**src/rtl/effect_frame_ctrl_pkg.sv**
```systemverilog
// Shared types for the effect frame sequencer: FSM encoding and effect codes.
package effect_pkg;

    typedef enum logic [1:0] {
        ST_IDLE  = 2'd0,
        ST_RUN   = 2'd1,
        ST_DRAIN = 2'd2
    } state_e;

    localparam logic [7:0] EFFECT_GRAY   = 8'h00;
    localparam logic [7:0] EFFECT_THRESH = 8'h01;

endpackage

```
**src/rtl/effect_frame_ctrl_if.sv**
```systemverilog
// Pixel stream bundle: upstream valid/ready, mux result, downstream valid/ready/last.
interface effect_frame_ctrl_if #(
    parameter int PIX_W = 24
) ();
    logic             s_valid;
    logic             s_ready;
    logic [PIX_W-1:0] eff_color;
    logic             m_valid;
    logic             m_ready;
    logic [PIX_W-1:0] m_pixel;
    logic             m_last;

    modport master (
        output s_valid, eff_color, m_ready,
        input  s_ready, m_valid, m_pixel, m_last
    );

    modport slave (
        input  s_valid, eff_color, m_ready,
        output s_ready, m_valid, m_pixel, m_last
    );
endinterface

```
**src/rtl/effect_frame_ctrl_pix_out_reg.sv**
```systemverilog
// One-deep valid/ready output register; flush drops a pending beat without emitting it.
module pix_out_reg #(
    parameter int PIX_W = 24
) (
    input  logic             clk,
    input  logic             rst,
    input  logic             flush_i,
    input  logic             load_i,
    input  logic [PIX_W-1:0] pix_i,
    input  logic             last_i,
    input  logic             ready_i,
    output logic             valid_o,
    output logic [PIX_W-1:0] pix_o,
    output logic             last_o
);
    logic             valid_q;
    logic             last_q;
    logic [PIX_W-1:0] pix_q;

    always_ff @(posedge clk or posedge rst) begin
        if (rst) begin
            valid_q <= 1'b0;
            last_q  <= 1'b0;
            pix_q   <= '0;
        end else if (flush_i) begin
            valid_q <= 1'b0;
            last_q  <= 1'b0;
        end else if (load_i) begin
            valid_q <= 1'b1;
            last_q  <= last_i;
            pix_q   <= pix_i;
        end else if (valid_q && ready_i) begin
            valid_q <= 1'b0;
            last_q  <= 1'b0;
        end
    end

    assign valid_o = valid_q;
    assign pix_o   = pix_q;
    assign last_o  = last_q;
endmodule

```
**src/rtl/effect_frame_ctrl.sv**
```systemverilog
// Frame sequencer for the effect mux: latches effect/length at frame start, counts beats.
// Optional EFFECT_FRAME_STATS_EN adds frame_cnt, a count of completed (non-aborted) frames.
module effect_frame_ctrl
    import effect_pkg::*;
#(
    parameter int CNT_W = 24,
    parameter int SEL_W = 8,
    parameter int PIX_W = 24
) (
    input  logic             clk,
    input  logic             rst,
    input  logic [SEL_W-1:0] cfg_select,
    input  logic [CNT_W-1:0] cfg_npix,
    input  logic             start,
    input  logic             abort,
    output logic [SEL_W-1:0] effect_sel,
    effect_frame_ctrl_if.slave px,
    output logic             busy,
    output logic             done
`ifdef EFFECT_FRAME_STATS_EN
    ,
    output logic [15:0]      frame_cnt
`endif
);
    state_e           state_q, state_d;
    logic [CNT_W-1:0] cnt_q, cnt_d;
    logic [CNT_W-1:0] npix_q, npix_d;
    logic [SEL_W-1:0] sel_q, sel_d;
    logic             done_q, done_d;
    logic             flush;
    logic             last_beat;
    logic             accept;
    logic             s_ready_c;

    // An abort in the same cycle blocks the handshake so no beat slips into a dying frame.
    assign s_ready_c = (state_q == ST_RUN) && !abort && (!px.m_valid || px.m_ready);
    assign accept    = px.s_valid && s_ready_c;

    always_ff @(posedge clk or posedge rst) begin
        if (rst) begin
            state_q <= ST_IDLE;
            cnt_q   <= '0;
            npix_q  <= '0;
            sel_q   <= SEL_W'(EFFECT_GRAY);
            done_q  <= 1'b0;
        end else begin
            state_q <= state_d;
            cnt_q   <= cnt_d;
            npix_q  <= npix_d;
            sel_q   <= sel_d;
            done_q  <= done_d;
        end
    end

    always_comb begin
        state_d   = state_q;
        cnt_d     = cnt_q;
        npix_d    = npix_q;
        sel_d     = sel_q;
        done_d    = 1'b0;
        flush     = 1'b0;
        last_beat = 1'b0;
        case (state_q)
            ST_IDLE: begin
                if (start && !abort) begin
                    if (cfg_npix != '0) begin
                        state_d = ST_RUN;
                        npix_d  = cfg_npix;
                        sel_d   = cfg_select;
                        cnt_d   = '0;
                    end else begin
                        done_d = 1'b1;
                    end
                end
            end
            ST_RUN: begin
                if (abort) begin
                    state_d = ST_IDLE;
                    cnt_d   = '0;
                    done_d  = 1'b1;
                    flush   = 1'b1;
                end else if (accept) begin
                    cnt_d = cnt_q + CNT_W'(1);
                    if (cnt_q == npix_q - CNT_W'(1)) begin
                        last_beat = 1'b1;
                        state_d   = ST_DRAIN;
                    end
                end
            end
            ST_DRAIN: begin
                if (abort) begin
                    state_d = ST_IDLE;
                    cnt_d   = '0;
                    done_d  = 1'b1;
                    flush   = 1'b1;
                end else if (px.m_valid && px.m_ready) begin
                    state_d = ST_IDLE;
                    cnt_d   = '0;
                    done_d  = 1'b1;
                end
            end
            default: begin
                state_d = ST_IDLE;
                cnt_d   = '0;
            end
        endcase
    end

    pix_out_reg #(.PIX_W(PIX_W)) u_out (
        .clk     (clk),
        .rst     (rst),
        .flush_i (flush),
        .load_i  (accept),
        .pix_i   (px.eff_color),
        .last_i  (last_beat),
        .ready_i (px.m_ready),
        .valid_o (px.m_valid),
        .pix_o   (px.m_pixel),
        .last_o  (px.m_last)
    );

    assign px.s_ready = s_ready_c;
    assign effect_sel = sel_q;
    assign busy       = (state_q == ST_RUN) || (state_q == ST_DRAIN);
    assign done       = done_q;

`ifdef EFFECT_FRAME_STATS_EN
    logic [15:0] frame_cnt_q;

    always_ff @(posedge clk or posedge rst) begin
        if (rst) begin
            frame_cnt_q <= '0;
        end else if (done_d && !(abort && state_q != ST_IDLE)) begin
            frame_cnt_q <= frame_cnt_q + 16'd1;
        end
    end

    assign frame_cnt = frame_cnt_q;
`endif
endmodule

```
**src/flat_wrapper.sv**
```systemverilog
// flat-port wrapper written by rule: the top's interface ports become plain ports
module effect_frame_ctrl_flat import effect_pkg::*;
#(
    parameter int CNT_W = 24,
    parameter int SEL_W = 8,
    parameter int PIX_W = 24
)
  (clk, rst, cfg_select, cfg_npix, start, abort, effect_sel, busy, done, px_s_valid, px_eff_color, px_m_ready, px_s_ready, px_m_valid, px_m_pixel, px_m_last);
  effect_frame_ctrl_if #(.PIX_W(PIX_W)) px_i ();
  input  logic clk;
  input  logic rst;
  input  logic [SEL_W-1:0] cfg_select;
  input  logic [CNT_W-1:0] cfg_npix;
  input  logic start;
  input  logic abort;
  output logic [SEL_W-1:0] effect_sel;
  output logic busy;
  output logic done;
  input wire logic [$bits(px_i.s_valid)-1:0] px_s_valid;
  input wire logic [$bits(px_i.eff_color)-1:0] px_eff_color;
  input wire logic [$bits(px_i.m_ready)-1:0] px_m_ready;
  output wire logic [$bits(px_i.s_ready)-1:0] px_s_ready;
  output wire logic [$bits(px_i.m_valid)-1:0] px_m_valid;
  output wire logic [$bits(px_i.m_pixel)-1:0] px_m_pixel;
  output wire logic [$bits(px_i.m_last)-1:0] px_m_last;
  assign px_i.s_valid = px_s_valid;
  assign px_i.eff_color = px_eff_color;
  assign px_i.m_ready = px_m_ready;
  assign px_s_ready = px_i.s_ready;
  assign px_m_valid = px_i.m_valid;
  assign px_m_pixel = px_i.m_pixel;
  assign px_m_last = px_i.m_last;
  effect_frame_ctrl #(.CNT_W(CNT_W), .SEL_W(SEL_W), .PIX_W(PIX_W)) u_core (.clk(clk), .rst(rst), .cfg_select(cfg_select), .cfg_npix(cfg_npix), .start(start), .abort(abort), .effect_sel(effect_sel), .px(px_i), .busy(busy), .done(done));
endmodule
```
**config.mk**
```make
export PLATFORM = sky130hd
export DESIGN_NAME = effect_frame_ctrl_flat
export DESIGN_NICKNAME = d
export VERILOG_FILES = /design/src/rtl/effect_frame_ctrl_pkg.sv /design/src/rtl/effect_frame_ctrl_if.sv /design/src/rtl/effect_frame_ctrl_pix_out_reg.sv /design/src/rtl/effect_frame_ctrl.sv /design/src/flat_wrapper.sv
export SDC_FILE = /design/constraint.sdc
export NUM_CORES = 1
export LEC_CHECK = 0
export BUFFER_PORTS_ARGS = -buffer_cell sky130_fd_sc_hd__buf_4
export CAP_MARGIN = 40
export CORE_MARGIN = 1.5
export CORE_UTILIZATION = 61
export CTS_BUF_LIST = sky130_fd_sc_hd__clkbuf_8
export CTS_CLUSTER_SIZE = 24
export DETAILED_ROUTE_END_ITERATION = 8
export PLACE_DENSITY = 0.95
export SLEW_MARGIN = 20
export SYNTH_ARGS = -nofsm -noshare
export SYNTH_HDL_FRONTEND = slang
export SYNTH_SLANG_ARGS = --single-unit
```
**constraint.sdc**
```tcl
create_clock -name clk -period 5.2 [get_ports clk]
set_input_delay 1.04 -clock clk [delete_from_list [all_inputs] [get_ports clk]]
set_output_delay 1.04 -clock clk [all_outputs]
set_load 0.01 [all_outputs]
```
* Yosys cells after proc, flatten, opt, wreduce, memory -nomap -nowiden
Cells that the tools add are included.
Word-level totals: output and inout bits 37, bits in registers 85
Cells by class: add/sub/neg operators 2, equality and inequality tests 8, bitwise operators 1, reduce and logical (&&, ||, !) cells 17, mux-type cells 30
Operators with widths (number):
- two-way mux 24 bit | 6
- one-hot mux 24 bit (3 select lines) | 1
- adder 24 x 1 -> 24 bit (second input constant) | 1
- equality test 24 bit | 1
- nonzero test 24 bit | 1
- subtractor 24 x 1 -> 24 bit (second input constant) | 1
- two-way mux 1 bit | 14
- two-way mux 2 bit | 7
- inequality test 3 x 2 -> 1 bit (second input constant) | 2
- one-hot mux 2 bit (3 select lines) | 1
- logical AND 1 bit | 5
- AND reduction 5 bit | 1
- inequality test 2 x 1 -> 1 bit (second input constant) | 2
- AND reduction 4 bit | 1
- inequality test 3 bit (second input constant) | 1
- one-hot mux 1 bit (3 select lines) | 1
- AND reduction 3 bit | 1
- nonzero test 3 bit | 1
- equality test 2 x 1 -> 1 bit (second input constant) | 1
- equality test 2 bit (second input constant) | 1
- zero test 1 bit | 2
- zero test 2 bit | 1
- logical OR 1 bit | 2
- AND reduction 2 bit | 1
- 2 further kinds | 2

* Depth between registers and ports, before layout
Gate-level depths: netlist of run 1.
depth in word-level cells 7, gate-level depth with buffers 10, depth with buffers taken out 10

* Hierarchy
Synthesis of run 1 repeated with hierarchy kept, for this count alone.
Unflattened totals: cell total of the unflattened synthesis 463, area, all modules 4894.7 sq um
By module, submodules not included:
- effect_frame_ctrl | instances 1, area an instance 3797.4 sq um, cells an instance 401, seq. area each 1476.4 sq um
- pix_out_reg | instances 1, area an instance 1097.3 sq um, cells an instance 62, seq. area each 650.6 sq um

* Worst setup path after synthesis of run 1
Ideal clock, no wire load.
path type register -> register, start register u_core.npix_q[0], end register u_core.state_q[0], stages on the path, launching flop included 11, data arrival time 2857 ps, data required time 5072 ps, path slack 2216 ps, library setup time 128 ps, buffers on the path 0, cell sequence dfrtp_1 > inv_1 > ha_1 > or4b_4 > a2111oi_0 > a211oi_1 > a211oi_1 > o21ai_0 > a2111o_1 > o41ai_1 > mux2_1
On the way: longest elaborated chain between the ends 4
Ends and longest elaborated chain:
- from (decl) | line effect_frame_ctrl.sv:27 | logic [CNT_W-1:0] npix_q, npix_d;
- from (signal assigned) | line effect_frame_ctrl.sv:49 | npix_q <= npix_d;
- subtractor 24 x 1 -> 24 bit | line effect_frame_ctrl.sv:84 | if (cnt_q == npix_q - CNT_W'(1)) begin
- equality test 24 bit | line effect_frame_ctrl.sv:84
- inequality test 3 bit (no source line)
- AND reduction 5 bit (no source line)
- to (signal assigned) | line effect_frame_ctrl.sv:47 | state_q <= state_d;
- to (decl) | line effect_frame_ctrl.sv:25 | state_e state_q, state_d;
No other way between the ends. A chain may end at the register's enable or synchronous reset.

* Worst setup path in the final report of run 1
start register u_core.npix_q[4], end register u_core.state_q[0]
The elaborated chain is that of the path after synthesis.

==> results.md, run 1 <==
* Max Slew Vio Count at 0
* Clock Latency Late Sink at about 0.37 ns
* Synthesized area per cell at 10.9 sq um
* Final worst slack at 1.93 ns
* Core area at 0.00721 sq mm
* Crit Path Class: flip-flop to flip-flop
* Crit path max fanout at 6
* Worst path cell trace: nor3_1 > nand4_1 > or3b_1 > xnor2_1 > nand4_1 > a2111o_1 > o41ai_1 > mux2_1
* CTS tree: done
* Vias in the first global route at 3,681
* Setup Buffers After CTS at 0
* Post_cts resized at 0
* DRT Pass-1 Iters at 6
* Post-synthesis net count at 486
* Post-Synthesis Cells at 418
* First-pass GRT wire length at 17,900 microns
* Worst R2R End: u_core.state_q[0]$_DFFE_PP0P_
* Data required, critical path at between 5 and 6 ns
* Slew Limit Headroom at 0.474
* Hold Path Class: flip-flop to flip-flop
* Row count at 31
* Hold buffers post-CTS at 0
* Layout cell share with drive strength beyond 1 at 0.355
* Leak at 2.42 nW
* Io pins at 99
* Logic pwr share at 0.388
* Final Cycle Share at 0.630
* Power Density at between 500 and 600 mW/mm^2
* All-Layer GR Usage at 0.304
* Drc violations at 0
* NumNets Final at 583
* Slowest stage delay, CP at 0.60 ns
* Sw Share at 0.369
* Final ANT Viol Nets at 0
* Clock slew at reported path FFs at 0.09 ns
* Initial DRC Count at 273
* Seq cells post-synth at 85
* Slew @ Worst Pin at 0.790 ns
* NetSw at 1.05 mW
* Largest net degree at the start of global routing at 44
* Gr ovfl total at 0
* Antenna Cells at 0
* FF-to-FF Start: u_core.npix_q[4]$_DFFE_PP0P_
* Via Count at roughly 3,700
* TNS Setup at 0 ns
* Critical Path Source: u_core.npix_q[4]$_DFFE_PP0P_
* CTS Buffer Depth at 2
* Setup violators final at 0
* Total Wirelength at 11,500 microns
* CP endpoint kind: flip-flop
* H-tree level count at 3
* Async SR Flop Fraction at 1.00
* Placement Cell Area at about 0.0054 sq mm
* WL/cell at 18.6 microns
* Final Critical Period at 3.27 ns
* CP top delay family: simple AND/OR/NAND/NOR gates
* Compound-gate portion of the synthesized area at 0.0881
* Largest family of logic cells by synthesized area: simple AND/OR/NAND/NOR gates
* Synth Area in Adders at 0.0165
* R2R setup slack at 1.93 ns
* Power share of the clock group at 0.201
* Xor and xnor area share after synthesis at 0.0925
* RSZ-0062 raised after global routing: no
* Initial antenna violation count at 0
* Maximum VDD drop at 0.358 mV
* Synth Warn # at 0
* TritonCTS Buffers at 9
* R2R depth at 8
* Clk sinks at 85
* Sequential Power Share at 0.411
* Status: complete, no violations
* Main synth FF type: dfrtp_1
* Crit start category: flip-flop
* Root buf cell: clkbuf_8
* Post-route cell area at around 0.0056 sq mm
* Critical path's most frequent cell: nand4_1
* CP Buf/Inv Count at 0
* Crit path DAT at 3.52 ns
* # port buffers at 98
* Simple-gate share of the synthesized area at 0.163
* Die X at 89.3 microns
* Starting Density at 0.630
* Fin cells at about 600
* Max cap viols at 0
* Post-synthesis mux area share at 0.146
* CP max-delay cell: nor3_1
* Fmax at 305 MHz
* Die area at about 0.008 sq mm
* RePlAce Congestion at 1.03
* Clk_skew at 0.0102 ns
* P&R area growth vs syn at 23.7%
* Levels on crit path at 8
* Synthesized area at 0.00454 sq mm
* Number of flops mapped to enable cells by yosys at 0
* DP Wirelength at 8010 microns
* Register area share after synthesis at 0.468
* Die Ht at 89.3 microns
* Internal power at ~1.8 mW
* Cell count after placement at between 600 and 700
* Yosys cell types at 56
* Final Hold Fails at 0
* CP Capture Point: u_core.state_q[0]$_DFFE_PP0P_
* Vias per cell at 6.06
* Place WS at 1.90 ns
==> power groups by stage <==
stage	clock, mW	combinational, mW	sequential, mW
final	0.571	1.10	1.17
after global routing	0.601	1.19	1.19
after CTS	0.574	1.10	1.16
after detailed placement	0	1.08	1.17
after global placement	0	1.03	1.15
after floorplan	0	0.659	1.14
==> logic make-up after synthesis <==
logic type / after synthesis
buffers and inverters: 32
adders and majority gates: 6
muxes: 59
and+or+nand+nor: 132
DFF: 85
AOI/OAI and AO/OA: 56
xor gates and xnor gates: 48
==> synthesized netlist by cell type, types with 3 or more instances <==
master,number,area [sq um]
a211oi_1,6,45.0
a21oi_1,14,70.1
a31oi_1,3,18.8
and3_1,4,25.0
buf_1,3,11.3
clkbuf_1,12,45.0
dfrtp_1,85,2130
ha_1,6,75.1
inv_1,16,60.1
mux2_2,56,631
nand2_1,23,86.3
nand3_1,12,60.1
nand4_1,8,50.1
nor2_1,32,120
nor2b_1,5,31.3
nor3_1,8,40.0
nor3b_1,4,30.0
nor4_1,10,62.6
o211ai_1,3,22.5
o21ai_0,11,55.1
or3_1,7,43.8
or4_1,3,22.5
xnor2_1,27,236
xor2_1,21,184
==> routing by layer <==
metal,vias to the layer above,share of wire,global-route usage
li1,1695,-,-
met3,35,0.078,0.0886
met2,180,0.51,0.510
met1,1836,0.38,0.358
met4,0,0.028,0.147
met5,-,0,0
==> per-stage QoR <==
stage	power, mW	hold slack [ns]	utilization
after floorplan	1.80	0.501	-
after global placement	2.18	0.489	0.743
after detailed placement	2.24	0.496	0.746
after CTS	2.83	0.517	0.779
after global routing	2.98	0.522	0.779
final	2.84	0.516	0.779
==> sequential cells by signal, summed over array words and instances (netlist names) <==
| signal | flops |
|---|---|
| u_core.cnt_q | 24 |
| u_core.done | 1 |
| u_core.effect_sel | 8 |
| u_core.npix_q | 24 |
| u_core.state_q | 2 |
| u_core.u_out.last_o | 1 |
| u_core.u_out.pix_o | 24 |
| u_core.u_out.valid_o | 1 |
==> placed cells by master (no fill, tap or decap), drive strengths merged, types with 6 or more instances in the layout <==
master,instances
or3,7
nor4,11
o21ai,12
inv,17
nand4,8
dfrtp,85
nand3,12
nand2,23
nor2,33
clkbuf,9
a21oi,15
ha,6
xnor2,27
nor3,9
buf,101
a211oi,6
xor2,21
mux2,57
==> how the worst min path moves through the flow <==
stage / start / end / slack, ns / cells past startpoint
floorplan: u_core.npix_q[23]$_DFFE_PP0P_ / u_core.npix_q[23]$_DFFE_PP0P_ / 0.50 / 1
global placement: u_core.u_out.pix_o[1]$_DFFE_PP0P_ / u_core.u_out.pix_o[1]$_DFFE_PP0P_ / 0.49 / 1
detailed placement: u_core.u_out.pix_o[6]$_DFFE_PP0P_ / u_core.u_out.pix_o[6]$_DFFE_PP0P_ / 0.50 / 1
CTS: u_core.u_out.pix_o[6]$_DFFE_PP0P_ / u_core.u_out.pix_o[6]$_DFFE_PP0P_ / 0.52 / 1
global route: u_core.u_out.pix_o[6]$_DFFE_PP0P_ / u_core.u_out.pix_o[6]$_DFFE_PP0P_ / 0.52 / 1
finish: u_core.u_out.pix_o[6]$_DFFE_PP0P_ / u_core.u_out.pix_o[6]$_DFFE_PP0P_ / 0.52 / 1
==> final cells by class <==
cell class	count	area, sq um
multi-input combinational	301	2300
sequential	85	2130
fill	427	1590
timing repair buffer	101	771
clock buffer	9	124
tap	99	124
clock inverter	6	113
inverter	17	65.1
(Power assumes the default switching activity.)
==> inputs of run 2 (changes only) <==
ABC_AREA = 1   (was not set)
CORE_UTILIZATION = 52   (was 61)
PLACE_DENSITY = 0.88   (was 0.95)
clock period = 2.98 ns   (was 5.2 ns; I/O delays follow)
==> run 2 against run 1 <==
  * Count of clock-buffer cells in the layout increased by 1
  * Combinational power rose by 77%
  * Non-clock buffer count is 6 higher
  * Power increased by 67%
  * Routed wire length rose by 12%
  * Hold slack lost 0.21 ns
  * Critical path type unchanged
  * Synthesized area increased by 12%
  * First-iteration DRC count up 2.9%
  * Sequential power rose by 62%
  * Die area grew 30%
==> results.md, run 2 <==
* Top cells by area, synth: dfrtp_1, nand2_1, nor2_1, inv_1, nand3_1 (was dfrtp_1, mux2_2, xnor2_1, xor2_1, nor2_1)
* Max Slew Vio Count at 0 (unchanged)
* Root buf cell: clkbuf_8 (unchanged)
* Die X at 102 microns (was 89.3 microns)
* Final worst slack at 0.498 ns (was 1.93 ns)
* TritonCTS Buffers at 9 (unchanged)
* Fill count at 799 (was 427)
* Io pins at 99 (unchanged)
* Initial DRC Count at 281 (was 273)
* Hold buffers post-CTS at 0 (unchanged)
* Place WS at 0.444 ns (was 1.90 ns)
* Synthesized area per cell at 7.19 sq um (was 10.9 sq um)
* Vias per cell at 5.27 (was 6.06)
* First-pass GRT wire length at 21,900 microns (was 17,900 microns)
* Row count at 35 (was 31)
* Final Cycle Share at 0.833 (was 0.630)
* Clk sinks at 85 (unchanged)
* Setup Buffers After CTS at 0 (unchanged)
* Synth Warn # at 0 (unchanged)
* Drc violations at 0 (unchanged)
* Die area at 0.0104 sq mm (was 0.00798 sq mm)
* Synthesized area at 0.00509 sq mm (was 0.00454 sq mm)
* Most common cell in the netlist: nand2_1 (was dfrtp_1)
* Hold Path Class: input pin to asynchronous set/reset pin (was flip-flop to flip-flop)
* RSZ-0062 raised after global routing: no (unchanged)
* Post-Synthesis Cells at 708 (was 418)
* Power Density at 769 mW/mm^2 (was 506 mW/mm^2)
* Total Wirelength at 12,900 microns (was 11,500 microns)
* NumNets Final at 875 (was 583)
* CTS tree: done (unchanged)
* DRT Pass-1 Iters at 5 (was 6)
* Most instantiated cells after synthesis: nand2_1, nor2_1, dfrtp_1 (was dfrtp_1, mux2_2, nor2_1)
* TNS Setup at 0 ns (unchanged)
* Final Critical Period at 2.48 ns (was 3.27 ns)
* Core area at 0.00937 sq mm (was 0.00721 sq mm)
* Post_cts resized at 0 (unchanged)
* Fmax at 403 MHz (was 305 MHz)
* Crit Path Class: flip-flop to flip-flop (unchanged)
* Final Hold Fails at 0 (unchanged)
* Post-route cell area at 0.00617 sq mm (was 0.00562 sq mm)
* Clk_skew at 0.0110 ns (was 0.0102 ns)
* Crit path DAT at 2.74 ns (was 3.52 ns)
* H-tree level count at 3 (unchanged)
* Gr ovfl total at 0 (unchanged)
* All-Layer GR Usage at 0.268 (was 0.304)
* WL/cell at 13.7 microns (was 18.6 microns)
* Starting Density at 0.544 (was 0.630)
* Placement Cell Area at 0.00596 sq mm (was 0.00538 sq mm)
* Yosys cell types at 31 (was 56)
* RePlAce Congestion at 0.995 (was 1.03)
* Status: complete, no violations (unchanged)
* Seq cells post-synth at 85 (unchanged)
* Final ANT Viol Nets at 0 (unchanged)
* Antenna Cells at 0 (unchanged)
* Post-synthesis net count at 776 (was 486)
* CTS Buffer Depth at 2 (unchanged)
* Layout cell share with drive strength beyond 1 at 0.187 (was 0.355)
* Max cap viols at 0 (unchanged)
* Most common cell after layout, fill and taps aside: nand2_1 (was buf_4)
* Clock Latency Late Sink at 0.36 ns (was 0.37 ns)
* Crit start category: flip-flop (unchanged)
* Async SR Flop Fraction at 1.00 (unchanged)
* Clock slew at reported path FFs at 0.10 ns (was 0.09 ns)
* Die Ht at 102 microns (was 89.3 microns)
* Main synth FF type: dfrtp_1 (unchanged)
* DP Wirelength at 9810 microns (was 8010 microns)
* Maximum VDD drop at 0.597 mV (was 0.358 mV)
* Number of flops mapped to enable cells by yosys at 0 (unchanged)
* Crit path max fanout at 16 (was 6)
* # port buffers at 98 (unchanged)
* Slew Limit Headroom at 0.552 (was 0.474)
* Top cell type's share of synthesized area at 0.418 (was 0.468)
* Leak at 3.04 nW (was 2.42 nW)
* Setup violators final at 0 (unchanged)
* CP endpoint kind: flip-flop (unchanged)
* Slew @ Worst Pin at 0.671 ns (was 0.790 ns)
* P&R area growth vs syn at 21.1% (was 23.7%)
* Commonest non-fill, non-tap cells in the layout: nand2_1, buf_4, nor2_1 (was buf_4, dfrtp_1, mux2_2)
* Via Count at 4,963 (was 3,746)
* Register area share after synthesis at 0.418 (was 0.468)
* Post-synth top area cell: dfrtp_1 (unchanged)
* Initial antenna violation count at 0 (unchanged)
* Largest net degree at the start of global routing at 39 (was 44)
* Data required, critical path at 3.24 ns (was 5.45 ns)
* Layout Utilization at 0.658 (was 0.779)
* Vias in the first global route at 4,785 (was 3,681)
[run 2: critical path: stages (launching register included)]
cell,delay [ns]
dfrtp_1,0.43
inv_1,0.15
ha_1,0.21
nand2_1,0.13
nor2_4,0.36
nand3_1,0.12
nand2_1,0.11
nand2_1,0.06
nand2_1,0.05
nand2_1,0.04
inv_1,0.04
nand2_1,0.04
nor2_1,0.12
nand3_1,0.19
nand2_2,0.13
nand2_1,0.07
nand2_1,0.07
nand2_1,0.05
[run 2: per-stage QoR]
stage | power [mW] | hold WS (ns) | std cells
6_report | 4.75 | 0.304 | 941
5_1_grt | 5.11 | 0.338 | 941
4_1_cts | 4.76 | 0.313 | 941
3_5_place_dp | 3.86 | 0.467 | 925
3_3_place_gp | 3.81 | 0.465 | 925
2_1_floorplan | 3.11 | 0.490 | 708
[run 2: cell families (layout without fill, tap and decap cells)]
logic type	Yosys count	in the layout	share of synthesized area
simple gates	427	427	0.356
buf+inv	93	197	0.0766
flops	85	85	0.418
compound gates	56	56	0.0597
xor+xnor	31	31	0.0533
mux	10	10	0.0221
fa+ha+maj	6	6	0.0147
[run 2: per-layer routing]
| metal | global-route usage | up-vias | wire length [microns] |
|---|---|---|---|
| li1 | - | 2444 | - |
| met1 | 0.360 | 2314 | 5710 |
| met2 | 0.440 | 175 | 6140 |
| met3 | 0.0595 | 30 | 797 |
| met4 | 0.0717 | 0 | 269 |
| met5 | 0 | - | 0 |
[run 2: final timing paths]
path                                                         from                                  to  slack (ns)  depth (start not counted)
worst min-delay path                                          rst    u_core.effect_sel[3]$_DFFE_PP0P_        0.30                          2
worst min register to register  u_core.u_out.pix_o[0]$_DFFE_PP0P_   u_core.u_out.pix_o[0]$_DFFE_PP0P_        0.49                          2
worst max register to register       u_core.npix_q[0]$_DFFE_PP0P_       u_core.state_q[0]$_DFFE_PP0P_        0.50                         17
max in group asynchronous                                     rst       u_core.npix_q[15]$_DFFE_PP0P_        1.91                          3
min in group clk                                 px_eff_color[23]  u_core.u_out.pix_o[23]$_DFFE_PP0P_        0.42                          3
worst max-delay path                 u_core.npix_q[0]$_DFFE_PP0P_       u_core.state_q[0]$_DFFE_PP0P_        0.50                         17
[run 2: report_power, final]
part	internal (mW)	switching [mW]	total (mW)
logic	0.852	1.10	1.95
clock network	0.424	0.468	0.892
registers	1.54	0.359	1.90
total	2.82	1.93	4.75
[run 2: area by class of cell]
type	instances	area [sq um]	share of cell area
multi-input cells	530	2580	0.418
inverters	74	285	0.0462
repair buffers	107	803	0.130
clock inverters	6	75.1	0.0122
flip-flops and latches	85	2130	0.345
well taps	129	161	0.0262
clock buffers	10	138	0.0223
==> inputs of run 3 (changes only) <==
CORE_UTILIZATION = 58   (was 52)
PLACE_DENSITY = 0.92   (was 0.88)
clock period = 2.3 ns   (was 2.98 ns; I/O delays follow)
==> run 3 against run 2 <==
  * Maximum frequency up 16%
  * Largest power group unchanged
  * Count of clock-buffer cells in the layout down 1
  * Highest routed layer unchanged
  * Non-clock buffer count grew 8
  * Critical path type unchanged
  * Sequential power rose by 31%
==> results.md, run 3 (synthesis results as in run 2) <==
* Status: complete, no violations (unchanged)
* Clock Latency Late Sink at 0.36 ns (about the same)
* Root buf cell: clkbuf_8 (unchanged)
* Core area at 0.00859 sq mm (was 0.00937 sq mm)
* RePlAce Congestion at 0.925 (was 0.995)
* Final Hold Fails at 0 (unchanged)
* Starting Density at 0.593 (was 0.544)
* Crit Path Class: flip-flop to flip-flop (unchanged)
* Clk sinks at 85 (unchanged)
* Final Hold Slack at 0.149 ns (was 0.304 ns)
* Antenna Cells at 0 (unchanged)
* CTS Buffer Depth at 2 (unchanged)
* DP Wirelength at 10,600 microns (was 9810 microns)
* Critical path's most frequent cell: nand2_1 (unchanged)
* Total Wirelength at 14,400 microns (was 12,900 microns)
* Hold buffers post-CTS at 0 (unchanged)
* Slew Limit Headroom at 0.608 (was 0.552)
* R2R depth at 14 (was 17)
* TNS Setup at 0 ns (unchanged)
* Slew @ Worst Pin at 0.586 ns (was 0.671 ns)
* Vias per cell at 5.59 (was 5.27)
* H-tree level count at 3 (unchanged)
* All-Layer GR Usage at 0.310 (was 0.268)
* Clock slew at reported path FFs at 0.10 ns (about the same)
* Gr ovfl total at 0 (unchanged)
* FF-to-FF Start: u_core.npix_q[5]$_DFFE_PP0P_ (was u_core.npix_q[0]$_DFFE_PP0P_)
* Met3 routed WL at 956 microns (was 797 microns)
* Die X at 96.7 microns (was 102 microns)
* Maximum VDD drop at 0.712 mV (was 0.597 mV)
* Via Count at 5,183 (was 4,963)
* CP top delay family: simple AND/OR/NAND/NOR gates (unchanged)
* Max Slew Vio Count at 0 (unchanged)
* Initial DRC Count at 387 (was 281)
* Row count at 34 (was 35)
* Commonest non-fill, non-tap cells in the layout: nand2_1, buf_4, nor2_1 (unchanged)
* P&R area growth vs syn at 24.0% (was 21.1%)
* Top Metal Used: met4 (unchanged)
* Die area at 0.00935 sq mm (was 0.0104 sq mm)
* Placement Cell Area at 0.00598 sq mm (was 0.00596 sq mm)
* Clk_skew at 0.0107 ns (was 0.0110 ns)
* CP endpoint kind: flip-flop (unchanged)
* Metal2 WL at 7190 microns (was 6140 microns)
* Most common cell after layout, fill and taps aside: nand2_1 (unchanged)
* # port buffers at 98 (unchanged)
* Worst path cell trace: nor2_1 > nand2_2 > nor2_4 > nand3_1 > nand2_1 > nand2_1 > nand2_1 > nand3_1 > nor2_1 > nand3_2 > nand2_2 > nand2_2 > nand2_1 > nand2_1 (was inv_1 > ha_1 > nand2_1 > nor2_4 > nand3_1 > nand2_1 > nand2_1 > nand2_1 > nand2_1 > inv_1 > nand2_1 > nor2_1 > nand3_1 > nand2_2 > nand2_1 > nand2_1 > nand2_1)
* M1 wire length at 5910 microns (was 5710 microns)
* Max cap viols at 0 (unchanged)
* Crit start category: flip-flop (unchanged)
* CP max-delay cell: dfrtp_1 (unchanged)
* Vias in the first global route at 4,964 (was 4,785)
* First-pass GRT wire length at 23,400 microns (was 21,900 microns)
* Worst R2R End: u_core.state_q[0]$_DFFE_PP0P_ (unchanged)
* CP Buf/Inv Count at 0 (was 2)
* Power Density at 1010 mW/mm^2 (was 769 mW/mm^2)
* Drc violations at 0 (unchanged)
* Final ANT Viol Nets at 0 (unchanged)
* Leak at 3.09 nW (was 3.04 nW)
* Setup violators final at 0 (unchanged)
* CTS tree: done (unchanged)
* DRT Pass-1 Iters at 5 (unchanged)
* Post-route cell area at 0.00632 sq mm (was 0.00617 sq mm)
* WL/cell at 15.6 microns (was 13.7 microns)
* Data required, critical path at 2.56 ns (was 3.24 ns)
* Hold Path Class: input pin to asynchronous set/reset pin (unchanged)
* Slowest stage delay, CP at 0.45 ns (was 0.43 ns)
* Final Critical Period at 2.14 ns (was 2.48 ns)
* Crit path DAT at 2.40 ns (was 2.74 ns)
* Power Total at 6.37 mW (was 4.75 mW)
* Final Cycle Share at 0.931 (was 0.833)
* NumNets Final at 884 (was 875)
* Fmax at 467 MHz (was 403 MHz)
* Crit path max fanout at 5 (was 16)
* R2R setup slack at 0.16 ns (was 0.50 ns)
* Die Ht at 96.7 microns (was 102 microns)
* TritonCTS Buffers at 9 (unchanged)
* Layout cell share with drive strength beyond 1 at 0.218 (was 0.187)
* Io pins at 99 (unchanged)
* Largest net degree at the start of global routing at 35 (was 39)
* Initial antenna violation count at 0 (unchanged)
[run 3: cell types whose count changed in the layout (fill, tap and decap cells not counted), sizes merged]
cell and change:
buf +8, clkinvlp +2, clkbuf -1, clkinv -1
inv -1, nor2 +1
[run 3: per-layer routing]
metal  vias to the layer above  track usage
li1                       2459            -
met1                      2446        0.393
met2                       240        0.537
met3                        38       0.0549
met4                         0       0.0992
met5                         -            0
[run 3: where the power goes]
part / internal, mW / leakage (nW) / total, mW / switching (mW)
combinational: 1.22 / 1.94 / 2.80 / 1.58
sequential: 2.00 / 1.06 / 2.48 / 0.475
clock: 0.506 / 0.0923 / 1.10 / 0.592
total: 3.73 / 3.09 / 6.37 / 2.64
[run 3: timing repair]
action                                  CTS  global route
endpoints found under the setup margin    2            12
buffers inserted                          1             2
gates cloned                              0             1
pin swaps                                 1             1
gates resized for setup                   2            25
[run 3: through the flow]
| stage | setup slack (ns) | utilization | instances |
|---|---|---|---|
| global placement | 0.0509 | 0.696 | 909 |
| detailed placement | -0.0939 | 0.696 | 909 |
| CTS | 0.00559 | 0.722 | 925 |
| global route | -0.0135 | 0.735 | 928 |
| finish | 0.159 | 0.735 | 928 |
| floorplan | 0.321 | - | 708 |
[run 3: how the worst max path moves through the flow]
| stage | startpoint | end | cells past startpoint |
|---|---|---|---|
| 2_1_floorplan | u_core.state_q[1]$_DFFE_PP0P_ | u_core.cnt_q[11]$_DFFE_PP0P_ | 15 |
| 3_3_place_gp | cfg_npix[0] | u_core.cnt_q[11]$_DFFE_PP0P_ | 13 |
| 3_5_place_dp | u_core.npix_q[0]$_DFFE_PP0P_ | u_core.state_q[0]$_DFFE_PP0P_ | 17 |
| 4_1_cts | u_core.npix_q[0]$_DFFE_PP0P_ | u_core.state_q[0]$_DFFE_PP0P_ | 18 |
| 5_1_grt | u_core.npix_q[0]$_DFFE_PP0P_ | u_core.state_q[1]$_DFFE_PP0P_ | 15 |
| 6_report | u_core.npix_q[5]$_DFFE_PP0P_ | u_core.state_q[0]$_DFFE_PP0P_ | 14 |
[run 3: final cells by class]
cell class / instances / area (sq um)
Clock buffer: 9 / 124
Clock inverter: 6 / 71.3
Fill cell: 642 / 2280
Inverter: 74 / 290
Multi-Input combinational cell: 531 / 2670
Sequential cell: 85 / 2130
Tap cell: 108 / 135
Timing Repair Buffer: 115 / 901
